==> src/rtl/uart_pkg.sv <==
// Shared definitions for the parametrised command UART.
// Provides parity mode encodings, TX/RX FSM state types and the baud divider helper.
package uart_pkg;

  localparam int unsigned PARITY_NONE = 0;
  localparam int unsigned PARITY_ODD  = 1;
  localparam int unsigned PARITY_EVEN = 2;

  typedef enum logic [2:0] {
    TX_IDLE,
    TX_START,
    TX_DATA,
    TX_PAR,
    TX_STOP
  } tx_state_t;

  typedef enum logic [2:0] {
    RX_IDLE,
    RX_START,
    RX_DATA,
    RX_PAR,
    RX_STOP,
    RX_BRK
  } rx_state_t;

  // Clocks per bit, rounded to nearest.
  function automatic int unsigned baud_div(input int unsigned clk_freq, input int unsigned baud);
    return (clk_freq + baud / 2) / baud;
  endfunction

endpackage

==> src/rtl/uart_cmd_xcvr_if.sv <==
// Host-side bus of the command UART.
// Command path: cmd_in/cmd_vld (host -> UART), cmd_rdy (UART -> host).
// Readback path: rd_vld/rd_data/rd_par_err/rd_frm_err (UART -> host).
// master = host logic, slave = uart_cmd_xcvr.
interface uart_cmd_xcvr_if #(
  parameter int unsigned DATA_BITS = 8,
  parameter int unsigned CMD_BYTES = 2
);
  localparam int unsigned CMD_W = CMD_BYTES * DATA_BITS;

  logic [CMD_W-1:0]     cmd_in;
  logic                 cmd_vld;
  logic                 cmd_rdy;
  logic                 rd_vld;
  logic [DATA_BITS-1:0] rd_data;
  logic                 rd_par_err;
  logic                 rd_frm_err;

  modport master (
    output cmd_in, cmd_vld,
    input  cmd_rdy, rd_vld, rd_data, rd_par_err, rd_frm_err
  );

  modport slave (
    input  cmd_in, cmd_vld,
    output cmd_rdy, rd_vld, rd_data, rd_par_err, rd_frm_err
  );
endinterface

==> src/rtl/uart_rx_frame.sv <==
// UART receive framer: synchronises rx, samples each bit mid-period, checks
// parity and the first stop bit, and suppresses repeat output on a held break.
// Ports: clk, rst_n (async active-low), rx (async serial in),
//        rd_vld (1-cycle pulse), rd_data, rd_par_err, rd_frm_err (held until next rd_vld).
module uart_rx_frame
  import uart_pkg::*;
#(
  parameter int unsigned BAUD_DIV  = 434,
  parameter int unsigned DATA_BITS = 8,
  parameter int unsigned PARITY    = 0
) (
  input  logic                 clk,
  input  logic                 rst_n,
  input  logic                 rx,
  output logic                 rd_vld,
  output logic [DATA_BITS-1:0] rd_data,
  output logic                 rd_par_err,
  output logic                 rd_frm_err
);

  localparam int unsigned TW   = (BAUD_DIV > 1) ? $clog2(BAUD_DIV) : 1;
  localparam int unsigned BW   = $clog2(DATA_BITS + 1);
  localparam int unsigned HALF = BAUD_DIV / 2;
  localparam logic        PAR_ODD = 1'(PARITY == PARITY_ODD);
  localparam logic        PAR_EN  = 1'(PARITY != PARITY_NONE);

  rx_state_t            state_q, state_d;
  logic [TW-1:0]        cnt_q, cnt_d;
  logic [BW-1:0]        bit_q, bit_d;
  logic [DATA_BITS-1:0] shreg_q, shreg_d;
  logic                 par_bit_q, par_bit_d;
  logic                 vld_q, vld_d;
  logic [DATA_BITS-1:0] data_q, data_d;
  logic                 par_err_q, par_err_d;
  logic                 frm_err_q, frm_err_d;
  logic                 rx_s1_q, rx_s2_q, rx_prev_q;

  logic mid, tick, fall, last_data, brk;
  assign mid       = (cnt_q == TW'(HALF));
  assign tick      = (cnt_q == TW'(BAUD_DIV - 1));
  assign fall      = rx_prev_q & ~rx_s2_q;
  assign last_data = (bit_q == BW'(DATA_BITS - 1));
  assign brk       = ~rx_s2_q && (shreg_q == '0);

  // Two-flop synchroniser plus one delayed copy for edge detection; idles high.
  always_ff @(posedge clk or negedge rst_n) begin
    if (!rst_n) begin
      rx_s1_q   <= 1'b1;
      rx_s2_q   <= 1'b1;
      rx_prev_q <= 1'b1;
    end else begin
      rx_s1_q   <= rx;
      rx_s2_q   <= rx_s1_q;
      rx_prev_q <= rx_s2_q;
    end
  end

  // State and datapath registers.
  always_ff @(posedge clk or negedge rst_n) begin
    if (!rst_n) begin
      state_q   <= RX_IDLE;
      cnt_q     <= '0;
      bit_q     <= '0;
      shreg_q   <= '0;
      par_bit_q <= 1'b0;
      vld_q     <= 1'b0;
      data_q    <= '0;
      par_err_q <= 1'b0;
      frm_err_q <= 1'b0;
    end else begin
      state_q   <= state_d;
      cnt_q     <= cnt_d;
      bit_q     <= bit_d;
      shreg_q   <= shreg_d;
      par_bit_q <= par_bit_d;
      vld_q     <= vld_d;
      data_q    <= data_d;
      par_err_q <= par_err_d;
      frm_err_q <= frm_err_d;
    end
  end

  // Next-state logic; the stop bit is left at its mid sample so a following start edge is not missed.
  always_comb begin
    state_d = state_q;
    case (state_q)
      RX_IDLE:  if (fall) state_d = RX_START;
      RX_START: begin
        if (mid && rx_s2_q) state_d = RX_IDLE;
        else if (tick)      state_d = RX_DATA;
      end
      RX_DATA:  if (tick && last_data) state_d = PAR_EN ? RX_PAR : RX_STOP;
      RX_PAR:   if (tick) state_d = RX_STOP;
      RX_STOP:  if (mid) state_d = brk ? RX_BRK : RX_IDLE;
      RX_BRK:   if (rx_s2_q) state_d = RX_IDLE;
      default:  state_d = RX_IDLE;
    endcase
  end

  // Datapath and output logic.
  always_comb begin
    cnt_d     = tick ? '0 : cnt_q + TW'(1);
    bit_d     = bit_q;
    shreg_d   = shreg_q;
    par_bit_d = par_bit_q;
    vld_d     = 1'b0;
    data_d    = data_q;
    par_err_d = par_err_q;
    frm_err_d = frm_err_q;
    case (state_q)
      RX_IDLE, RX_BRK: cnt_d = '0;
      RX_START: if (tick) bit_d = '0;
      RX_DATA: begin
        if (mid)  shreg_d = {rx_s2_q, shreg_q[DATA_BITS-1:1]};
        if (tick) bit_d = bit_q + BW'(1);
      end
      RX_PAR: if (mid) par_bit_d = rx_s2_q;
      RX_STOP: begin
        if (mid) begin
          vld_d     = 1'b1;
          data_d    = shreg_q;
          frm_err_d = ~rx_s2_q;
          par_err_d = PAR_EN && ((^shreg_q ^ par_bit_q) != PAR_ODD);
        end
      end
      default: cnt_d = '0;
    endcase
  end

  assign rd_vld     = vld_q;
  assign rd_data    = data_q;
  assign rd_par_err = par_err_q;
  assign rd_frm_err = frm_err_q;

endmodule

==> src/rtl/uart_cmd_xcvr.sv <==
// Full-duplex parametrised command UART.
// Serialises a CMD_BYTES-byte command (LSB byte first) onto tx under valid/ready,
// and deserialises rx frames via uart_rx_frame.
// Ports: clk, rst_n (async active-low), bus (uart_cmd_xcvr_if.slave: cmd_in/cmd_vld/cmd_rdy,
//        rd_vld/rd_data/rd_par_err/rd_frm_err), tx (serial out, idle high), rx (serial in).
module uart_cmd_xcvr
  import uart_pkg::*;
#(
  parameter int unsigned CLK_FREQ  = 50000000,
  parameter int unsigned BAUD      = 115200,
  parameter int unsigned DATA_BITS = 8,
  parameter int unsigned PARITY    = 0,
  parameter int unsigned STOP_BITS = 1,
  parameter int unsigned CMD_BYTES = 2
) (
  input  logic               clk,
  input  logic               rst_n,
  uart_cmd_xcvr_if.slave     bus,
  output logic               tx,
  input  logic               rx
);

  localparam int unsigned BAUD_DIV = baud_div(CLK_FREQ, BAUD);
  localparam int unsigned TW       = (BAUD_DIV > 1) ? $clog2(BAUD_DIV) : 1;
  localparam int unsigned CMD_W    = CMD_BYTES * DATA_BITS;
  localparam int unsigned BMAX     = (DATA_BITS > CMD_BYTES) ? DATA_BITS : CMD_BYTES;
  localparam int unsigned BW       = $clog2(BMAX + 1);
  localparam logic        PAR_ODD  = 1'(PARITY == PARITY_ODD);
  localparam logic        PAR_EN   = 1'(PARITY != PARITY_NONE);

  tx_state_t        state_q, state_d;
  logic [TW-1:0]    cnt_q, cnt_d;
  logic [BW-1:0]    bit_q, bit_d;
  logic [BW-1:0]    byte_q, byte_d;
  logic [CMD_W-1:0] shreg_q, shreg_d;
  logic             par_q, par_d;
  logic             tx_q, tx_d;
  logic             rdy_q, rdy_d;

  logic accept, tick, last_data, last_stop, last_byte;
  assign accept    = bus.cmd_vld && rdy_q;
  assign tick      = (cnt_q == TW'(BAUD_DIV - 1));
  assign last_data = (bit_q == BW'(DATA_BITS - 1));
  assign last_stop = (bit_q == BW'(STOP_BITS - 1));
  assign last_byte = (byte_q == BW'(CMD_BYTES - 1));

  // State and datapath registers; reset aborts any frame in flight.
  always_ff @(posedge clk or negedge rst_n) begin
    if (!rst_n) begin
      state_q <= TX_IDLE;
      cnt_q   <= '0;
      bit_q   <= '0;
      byte_q  <= '0;
      shreg_q <= '0;
      par_q   <= 1'b0;
      tx_q    <= 1'b1;
      rdy_q   <= 1'b1;
    end else begin
      state_q <= state_d;
      cnt_q   <= cnt_d;
      bit_q   <= bit_d;
      byte_q  <= byte_d;
      shreg_q <= shreg_d;
      par_q   <= par_d;
      tx_q    <= tx_d;
      rdy_q   <= rdy_d;
    end
  end

  // Next-state logic; bytes chain STOP -> START with no idle gap.
  always_comb begin
    state_d = state_q;
    case (state_q)
      TX_IDLE:  if (accept) state_d = TX_START;
      TX_START: if (tick) state_d = TX_DATA;
      TX_DATA:  if (tick && last_data) state_d = PAR_EN ? TX_PAR : TX_STOP;
      TX_PAR:   if (tick) state_d = TX_STOP;
      TX_STOP:  if (tick && last_stop) state_d = last_byte ? TX_IDLE : TX_START;
      default:  state_d = TX_IDLE;
    endcase
  end

  // Datapath and outputs; tx is registered from the upcoming state so it changes on bit boundaries.
  always_comb begin
    cnt_d   = tick ? '0 : cnt_q + TW'(1);
    bit_d   = bit_q;
    byte_d  = byte_q;
    shreg_d = shreg_q;
    par_d   = par_q;
    case (state_q)
      TX_IDLE: begin
        cnt_d  = '0;
        byte_d = '0;
        if (accept) shreg_d = bus.cmd_in;
      end
      TX_START: if (tick) bit_d = '0;
      TX_DATA: begin
        if (tick) begin
          shreg_d = shreg_q >> 1;
          bit_d   = last_data ? '0 : bit_q + BW'(1);
        end
      end
      TX_PAR: if (tick) bit_d = '0;
      TX_STOP: begin
        if (tick) begin
          bit_d = last_stop ? '0 : bit_q + BW'(1);
          if (last_stop) byte_d = byte_q + BW'(1);
        end
      end
      default: cnt_d = '0;
    endcase
    // Parity for the byte now at the bottom of the shift register, computed as its start bit begins.
    if (state_d == TX_START && state_q != TX_START)
      par_d = (^shreg_d[DATA_BITS-1:0]) ^ PAR_ODD;
    case (state_d)
      TX_START: tx_d = 1'b0;
      TX_DATA:  tx_d = shreg_d[0];
      TX_PAR:   tx_d = par_d;
      default:  tx_d = 1'b1;
    endcase
    rdy_d = (state_d == TX_IDLE);
  end

  assign tx          = tx_q;
  assign bus.cmd_rdy = rdy_q;

  uart_rx_frame #(
    .BAUD_DIV  (BAUD_DIV),
    .DATA_BITS (DATA_BITS),
    .PARITY    (PARITY)
  ) u_rx (
    .clk        (clk),
    .rst_n      (rst_n),
    .rx         (rx),
    .rd_vld     (bus.rd_vld),
    .rd_data    (bus.rd_data),
    .rd_par_err (bus.rd_par_err),
    .rd_frm_err (bus.rd_frm_err)
  );

endmodule

==> src/flat_wrapper.sv <==
// flat-port wrapper written by rule: the top's interface ports become plain ports
module uart_cmd_xcvr_flat import uart_pkg::*;
#(
  parameter int unsigned CLK_FREQ  = 50000000,
  parameter int unsigned BAUD      = 115200,
  parameter int unsigned DATA_BITS = 8,
  parameter int unsigned PARITY    = 0,
  parameter int unsigned STOP_BITS = 1,
  parameter int unsigned CMD_BYTES = 2
)
  (clk, rst_n, tx, rx, bus_cmd_in, bus_cmd_vld, bus_cmd_rdy, bus_rd_vld, bus_rd_data, bus_rd_par_err, bus_rd_frm_err);
  uart_cmd_xcvr_if #(.DATA_BITS(DATA_BITS), .CMD_BYTES(CMD_BYTES)) bus_i ();
  input  logic clk;
  input  logic rst_n;
  output logic tx;
  input  logic rx;
  input wire logic [$bits(bus_i.cmd_in)-1:0] bus_cmd_in;
  input wire logic [$bits(bus_i.cmd_vld)-1:0] bus_cmd_vld;
  output wire logic [$bits(bus_i.cmd_rdy)-1:0] bus_cmd_rdy;
  output wire logic [$bits(bus_i.rd_vld)-1:0] bus_rd_vld;
  output wire logic [$bits(bus_i.rd_data)-1:0] bus_rd_data;
  output wire logic [$bits(bus_i.rd_par_err)-1:0] bus_rd_par_err;
  output wire logic [$bits(bus_i.rd_frm_err)-1:0] bus_rd_frm_err;
  assign bus_i.cmd_in = bus_cmd_in;
  assign bus_i.cmd_vld = bus_cmd_vld;
  assign bus_cmd_rdy = bus_i.cmd_rdy;
  assign bus_rd_vld = bus_i.rd_vld;
  assign bus_rd_data = bus_i.rd_data;
  assign bus_rd_par_err = bus_i.rd_par_err;
  assign bus_rd_frm_err = bus_i.rd_frm_err;
  uart_cmd_xcvr #(.CLK_FREQ(CLK_FREQ), .BAUD(BAUD), .DATA_BITS(DATA_BITS), .PARITY(PARITY), .STOP_BITS(STOP_BITS), .CMD_BYTES(CMD_BYTES)) u_core (.clk(clk), .rst_n(rst_n), .bus(bus_i), .tx(tx), .rx(rx));
endmodule
==> config.mk <==
export PLATFORM = sky130hd
export DESIGN_NAME = uart_cmd_xcvr_flat
export DESIGN_NICKNAME = d
export VERILOG_FILES = /design/src/rtl/uart_pkg.sv /design/src/rtl/uart_cmd_xcvr_if.sv /design/src/rtl/uart_rx_frame.sv /design/src/rtl/uart_cmd_xcvr.sv /design/src/flat_wrapper.sv
export SDC_FILE = /design/constraint.sdc
export NUM_CORES = 1
export LEC_CHECK = 0
export ABC_AREA = 1
export CAP_MARGIN = 0
export CORE_MARGIN = 3
export CORE_UTILIZATION = 63
export CTS_CLUSTER_DIAMETER = 80
export CTS_CLUSTER_SIZE = 28
export DETAILED_ROUTE_END_ITERATION = 10
export HOLD_SLACK_MARGIN = 0.03
export MAX_ROUTING_LAYER = met4
export PLACE_DENSITY = 0.85
export SETUP_SLACK_MARGIN = 0.2
export SYNTH_ARGS = -nofsm -noshare
export SYNTH_HDL_FRONTEND = slang
export SYNTH_HIERARCHICAL = 1
export SYNTH_SLANG_ARGS = --single-unit
==> constraint.sdc <==
create_clock -name clk -period 5.8 [get_ports clk]
set_clock_uncertainty 0.1 [all_clocks]
set_input_delay 0.87 -clock clk [delete_from_list [all_inputs] [get_ports clk]]
set_output_delay 0.87 -clock clk [all_outputs]
set_load 0.05 [all_outputs]
==> flow_metrics.tcl, run 1 <==
set metrics [dict create \
    synth_area_um2 4190 \
    vias 3288 \
    drc 0 \
    synth_ff_type "dfrtp_1" \
    globalRouteOverflowTotal 0 \
    async_flop_share_pct 100 \
    setup-tns-final_ns 0 \
    regArea_um2 1910 \
    cp_top_family "buffers and inverters" \
    cp-end-kind "output pin" \
    crit_chain "clkdlybuf4s50_1" \
    core-area_um2 6390 \
    synth_top_area_cell "dfrtp_1" \
    p_per_area_nw_per_um2 332 \
    clkSinkCount 76 \
    final-setup-viol-count 0 \
    fp.dieH_um 87.5 \
    wl_per_cell_um 12.8 \
    fin_crit_sh_pct 45.8 \
    die_area_um2 7660 \
    crit_arrival_ns 1.69 \
    cp_max_fo 2 \
    dp_slack_ns 2.97 \
    status "finished clean" \
    clockRootBuffer "clkbuf_8" \
    drive_gt1_share_pct 16.1 \
    htree_levels 3 \
    antenna_cells 0 \
    crit_slowest_cell "clkdlybuf4s50_1" \
    relSlewSlack_pct 38.3 \
    yosysTopAreaCellShare_pct 42.4 \
    antenna_found_initial 0 \
    post_cts_buffers 0 \
    boundaryPins 33 \
    ys_warn_count 6 \
    cts_tree "built" \
    worst_pin_slew_ns 0.925 \
    max_cap_violations 0 \
    ant_nets 0 \
    power_leakage_nw 2.38 \
    dr.pass1.iters 4 \
    cts_buffer_depth 2 \
    cp-start-kind "flop" \
    clkTransAtPathRegs_ns 0.08 \
    path_class "reg2out" \
    routed_wirelength_um 8000 \
    globalplace.congestion 0.886 \
    synthCells 507 \
    max_freq_mhz 376 \
    cts.repair.resized 0 \
    synth.area.top_cells "dfrtp_1, nand2_1, inv_1" \
    hp-class "reg2reg" \
    vdd_ir_drop_max_mv 0.269 \
    routed_via_density 5.27 \
    hold_viol 0 \
    seq_area_frac_synth_pct 45.5 \
    nets 571 \
    syn_nets 536 \
    rows 29 \
    ys_seq_elements 76 \
    grt_pass1_vias 3259 \
    finalMaxSlewViolations 0 \
    worstPathRequired_ns 4.83 \
    synthToLayoutAreaGrowth_pct 13.4 \
    grt_max_degree 77 \
    dp_hpwl_um 5690 \
    finalCriticalPeriod_ns 2.66 \
    worst_slack_ns 3.14 \
    numPortBuffers 31 \
    syn_area_per_cell_um2 8.26 \
    die_x_um 87.5 \
    grt_pass1_wl_um 14000 \
    cts_hold_buf 0 \
    worstSkewPairLatency_ns 0.35 \
    start_util_pct 65.6 \
    rsz0062_at_grt "no" \
    slowest_delay_ns 0.80 \
    synth.distinct_cells 44 \
    track_usage_pct 24.0 \
    drtIter0Drc 144 \
    n_fill_cell 497 \
    synth_edf_count 0 \
    critPathBufInv 1 \
    multi_input_area_um2 1920 \
    numCtsBuffers 9 \
]
-- kinds of logic (layout without fill, tap and decap cells) --
group                    after synthesis  count (layout)  share of synthesized area [%]
other                                  1               1                         0.0895
flip-flops                            76              76                           45.5
XOR/XNOR                               8               8                           1.85
buffers and inverters                 82             122                           8.69
adder cells (fa/ha/maj)                9               9                           2.69
AO/OA/AOI/OAI                         56              56                           8.78
AND/OR/NAND/NOR                      275             275                           32.3
-- cell type report --
type | instances | area share (%)
multi-input combinational | 349 | 40.3
sequential | 76 | 40.2
timing repair buffer | 31 | 6.48
inverter | 75 | 5.98
clock buffer | 9 | 2.61
clock inverter | 7 | 2.42
tap | 77 | 2.03
-- path summary, 6_finish.rpt --
check | from | endpoint | slack, ns | cells past startpoint
max reg2reg | u_core/state_q[0] | u_core/tx | 3.64 | 17
max in group asynchronous | rst_n | u_core/shreg_q[12] | 4.45 | 1
min reg2reg | u_core/u_rx/rx_s1_q | u_core/u_rx/rx_s2_q | 0.26 | 0
max | u_core/bus.cmd_rdy | bus_cmd_rdy | 3.14 | 1
min in group asynchronous | rst_n | u_core/u_rx/cnt_q[4] | 0.55 | 1
min | u_core/u_rx/rx_s1_q | u_core/u_rx/rx_s2_q | 0.26 | 0
-- layout by cell type, fill, tap and decap left out, drive strengths merged, types with 2 or more instances in the layout --
master / n
o21ai: 26
nor2: 83
bufinv: 3
nand4: 5
nand3: 30
a31oi: 2
ha: 9
dfstp: 5
clkinvlp: 2
clkbuf: 9
and3: 2
nand3b: 3
a21boi: 2
nor3b: 2
nand2: 142
nor3: 6
o221ai: 7
clkdlybuf4s50: 30
xnor2: 3
dfrtp: 71
o211ai: 2
xor2: 5
a21oi: 13
inv: 75
o22ai: 2
clkinv: 2
-- Yosys cell counts (4+ instances only) --
| master | n |
|---|---|
| buf_6 | 4 |
| o221ai_1 | 7 |
| nor3_1 | 6 |
| dfstp_2 | 5 |
| nor2_2 | 8 |
| nand2_2 | 13 |
| nand2_4 | 5 |
| ha_1 | 9 |
| dfrtp_1 | 71 |
| xor2_1 | 5 |
| inv_2 | 9 |
| o21ai_2 | 9 |
| inv_1 | 65 |
| o21ai_0 | 13 |
| nand3_2 | 5 |
| nand4_1 | 5 |
| nor2_4 | 9 |
| nand3_1 | 23 |
| nand2_1 | 124 |
| a21oi_1 | 12 |
| o21ai_1 | 4 |
| nor2_1 | 65 |
-- stage by stage --
| stage | power, mW | instance area, um2 | utilization (%) | cells | hold slack, ns |
|---|---|---|---|---|---|
| floorplan | 1.00 | 4190 | - | 507 | 0.245 |
| global placement | 1.08 | 4510 | 70.7 | 608 | 0.250 |
| detailed placement | 1.10 | 4510 | 70.7 | 608 | 0.247 |
| CTS | 1.59 | 4750 | 74.4 | 624 | 0.258 |
| global route | 1.69 | 4750 | 74.4 | 624 | 0.268 |
| finish | 1.58 | 4750 | 74.4 | 624 | 0.258 |
-- layer usage --
metal  share of wire (%)  track usage, %
met5                   0               -
met4                 1.4            7.53
met3                 3.7            4.89
met2                  49            39.3
met1                  45            30.0
-- where the power goes --
part           internal, mW  leakage [nW]  switching (mW)
clock network         0.284         0.115           0.199
registers             0.621          1.00          0.0605
logic                 0.159          1.26           0.256
total                  1.06          2.38           0.516
-- state kept, by name, indices dropped and copies added (netlist names) --
| signal | count |
|---|---|
| u_core/u_rx/rd_frm_err | 1 |
| u_core/u_rx/shreg_q | 8 |
| u_core/u_rx/rx_prev_q | 1 |
| u_core/u_rx/bit_q | 4 |
| u_core/u_rx/cnt_q | 9 |
| u_core/par_q | 1 |
| u_core/u_rx/rx_s2_q | 1 |
| u_core/bit_q | 4 |
| u_core/cnt_q | 9 |
| u_core/u_rx/rd_data | 8 |
| u_core/tx | 1 |
| u_core/state_q | 3 |
| u_core/bus.cmd_rdy | 1 |
| u_core/u_rx/rx_s1_q | 1 |
| u_core/u_rx/state_q | 3 |
| u_core/byte_q | 4 |
| u_core/u_rx/rd_vld | 1 |
| u_core/shreg_q | 16 |
(Power assumes the default switching activity.)
==> run 2, diff against run 1 <==
CORE_UTILIZATION = 53   (was 63)
PLACE_DENSITY = 0.76   (was 0.85)
clock period = 2.25 ns   (was 5.8 ns; I/O delays follow)
==> run 2 against run 1 <==
Register-to-register slack worse by 3.5 ns. Die area rose by 18%. Hold slack better by 0.0061 ns. Sequential cell count stayed put. Critical endpoint is now u_core/tx. Wire length grew 4.5%. Final area up 6.7%. Largest cell class unchanged. Power increased to 2.5 times the previous value. Cell count rose by 7.4%. Combinational power grew to 2.9 times the previous value. Setup slack lost 3.0 ns.
==> flow_metrics.tcl, run 2 (same netlist as run 1, synthesis figures left out) <==
set metrics [dict create \
    status "finished clean" \
    critPathLaunch "u_core/cnt_q[0]" \
    multi_input_area_um2 2040 \
    grt_pass1_wl_um 13900 \
    final_common_cell "nand2_1" \
    n_fill_cell 613 \
    grt_pass1_vias 3231 \
    drive_gt1_share_pct 23.8 \
    fin_area_um2 5070 \
    largest_register_ffs 16 \
    cp_max_fo 7 \
    r2r-end "u_core/tx" \
    holdPathStages 0 \
    max_cap_violations 0 \
    cts_buffer_depth 2 \
    drtIter0Drc 132 \
    reg2reg_depth 19 \
    clkTransAtPathRegs_ns 0.08 \
    vias 3392 \
    clkSinkCount 76 \
    rows 31 \
    die_x_um 94.9 \
    crit_arrival_ns 2.27 \
    layout_common_cells "nand2_1, dfrtp_1, inv_1" \
    hold_viol 0 \
    rsz0062_at_grt "yes" \
    path_class "reg2reg" \
    htree_levels 3 \
    cts_tree "built" \
    ant_nets 0 \
    cp-start-kind "flop" \
    die_area_um2 9010 \
    hp-class "reg2reg" \
    reg2reg_from "u_core/cnt_q[0]" \
    regArea_um2 1910 \
    routed_via_density 5.06 \
    drc 0 \
    finalCriticalPeriod_ns 2.08 \
    numCtsBuffers 9 \
    top_register "u_core/shreg_q" \
    ff2ff_setup_slack_ns 0.17 \
    fin_crit_sh_pct 92.3 \
    dr.pass1.iters 5 \
    cp-end-kind "flop" \
    p_per_area_nw_per_um2 792 \
    grt_max_degree 77 \
    top_regs "u_core/shreg_q: 16 flops, u_core/cnt_q: 9 flops, u_core/u_rx/cnt_q: 9 flops" \
    synthToLayoutAreaGrowth_pct 21.0 \
    globalRouteOverflowTotal 0 \
    hold_path_end "u_core/u_rx/rx_s2_q" \
    fin_util_pct 68.1 \
    power_leakage_nw 2.49 \
    final-setup-viol-count 0 \
    fp.dieH_um 94.9 \
    clockRootBuffer "clkbuf_8" \
    instances_no_fill 670 \
    finalMaxSlewViolations 0 \
    boundaryPins 33 \
    globalplace.congestion 0.849 \
    power_mw 4.02 \
    max_freq_mhz 482 \
    wl_per_cell_um 12.5 \
    dpl.cell_count 637 \
    worstSkewPairLatency_ns 0.35 \
    nets 595 \
    worstPathRequired_ns 2.44 \
    routed_wirelength_um 8350 \
    start_util_pct 56.3 \
    dpl_cell_area_um2 4610 \
    numPortBuffers 31 \
    antenna_cells 0 \
    hp-start "u_core/u_rx/rx_s1_q" \
    antenna_found_initial 0 \
    track_usage_pct 20.1 \
    setup-tns-final_ns 0 \
    core-area_um2 7450 \
    dp_hpwl_um 5690 \
    vdd_ir_drop_max_mv 0.607 \
]
-- run 2: metrics by stage --
step	hold slack [ns]	setup slack (ns)
detailed placement	0.256	-0.0360
finish	0.265	0.174
floorplan	-0.0581	0.229
global route	0.270	0.0174
global placement	0.250	0.0459
CTS	0.270	0.200
-- run 2: how the worst max path moves through the flow --
stage / endpoint / slack (ns) / cells past startpoint
after floorplan: u_core/tx / 0.23 / 13
after global placement: u_core/tx / 0.05 / 17
after detailed placement: u_core/tx / -0.04 / 17
after CTS: u_core/tx / 0.20 / 19
after global routing: u_core/tx / 0.02 / 20
final: u_core/tx / 0.17 / 19
-- run 2: what timing repair did --
item                                   4_1_cts  5_1_grt
hold buffers                                 1        0
setup buffers                                9        5
endpoints found under the hold margin       71        0
pin swaps                                    5        7
gates cloned                                 2        0
resized for setup                            7       26
setup endpoints to repair                    4        6
-- run 2: metal layers --
layer / vias to the layer above / track usage [%] / part of all wire (%)
met5: - / - / 0
met4: 0 / 8.29 / 1.9
met3: 16 / 4.14 / 3.6
met2: 72 / 33.7 / 50
met1: 1593 / 23.5 / 45
li1: 1711 / - / -
-- run 2: power breakdown --
part / internal [mW] / switching (mW)
registers: 1.60 / 0.161
logic: 0.484 / 0.713
clock network: 0.570 / 0.487
-- run 2: cell type report --
class	count	area share (%)
Multi-Input combinational cell	351	40.3
Sequential cell	76	37.6
Timing Repair Buffer	53	10.1
Inverter	75	5.60
Clock buffer	12	3.06
Tap cell	99	2.44
Clock inverter	4	0.938
-- run 2: critical path: stages, from the launching register on --
cell and delay [ns]:
dfrtp_1 0.39, ha_2 0.19, nand2_2 0.08, nor2_4 0.04, buf_12 0.14, nand2_8 0.11, nor2_2 0.04, nor2_1 0.17
nand2_2 0.11, inv_2 0.06, nand2_1 0.05, nand2_1 0.05, nand2_1 0.06, nand2_2 0.08, inv_1 0.04, nand2_1 0.06
nand3_2 0.07, nand2_2 0.08, nand2_2 0.05, nand3_2 0.06
==> run 3, diff against run 2 <==
CTS_CLUSTER_SIZE = 20   (was 28)
==> results of run 3 <==
No change in the layout: final DEF, timing and power equal those of run 2.
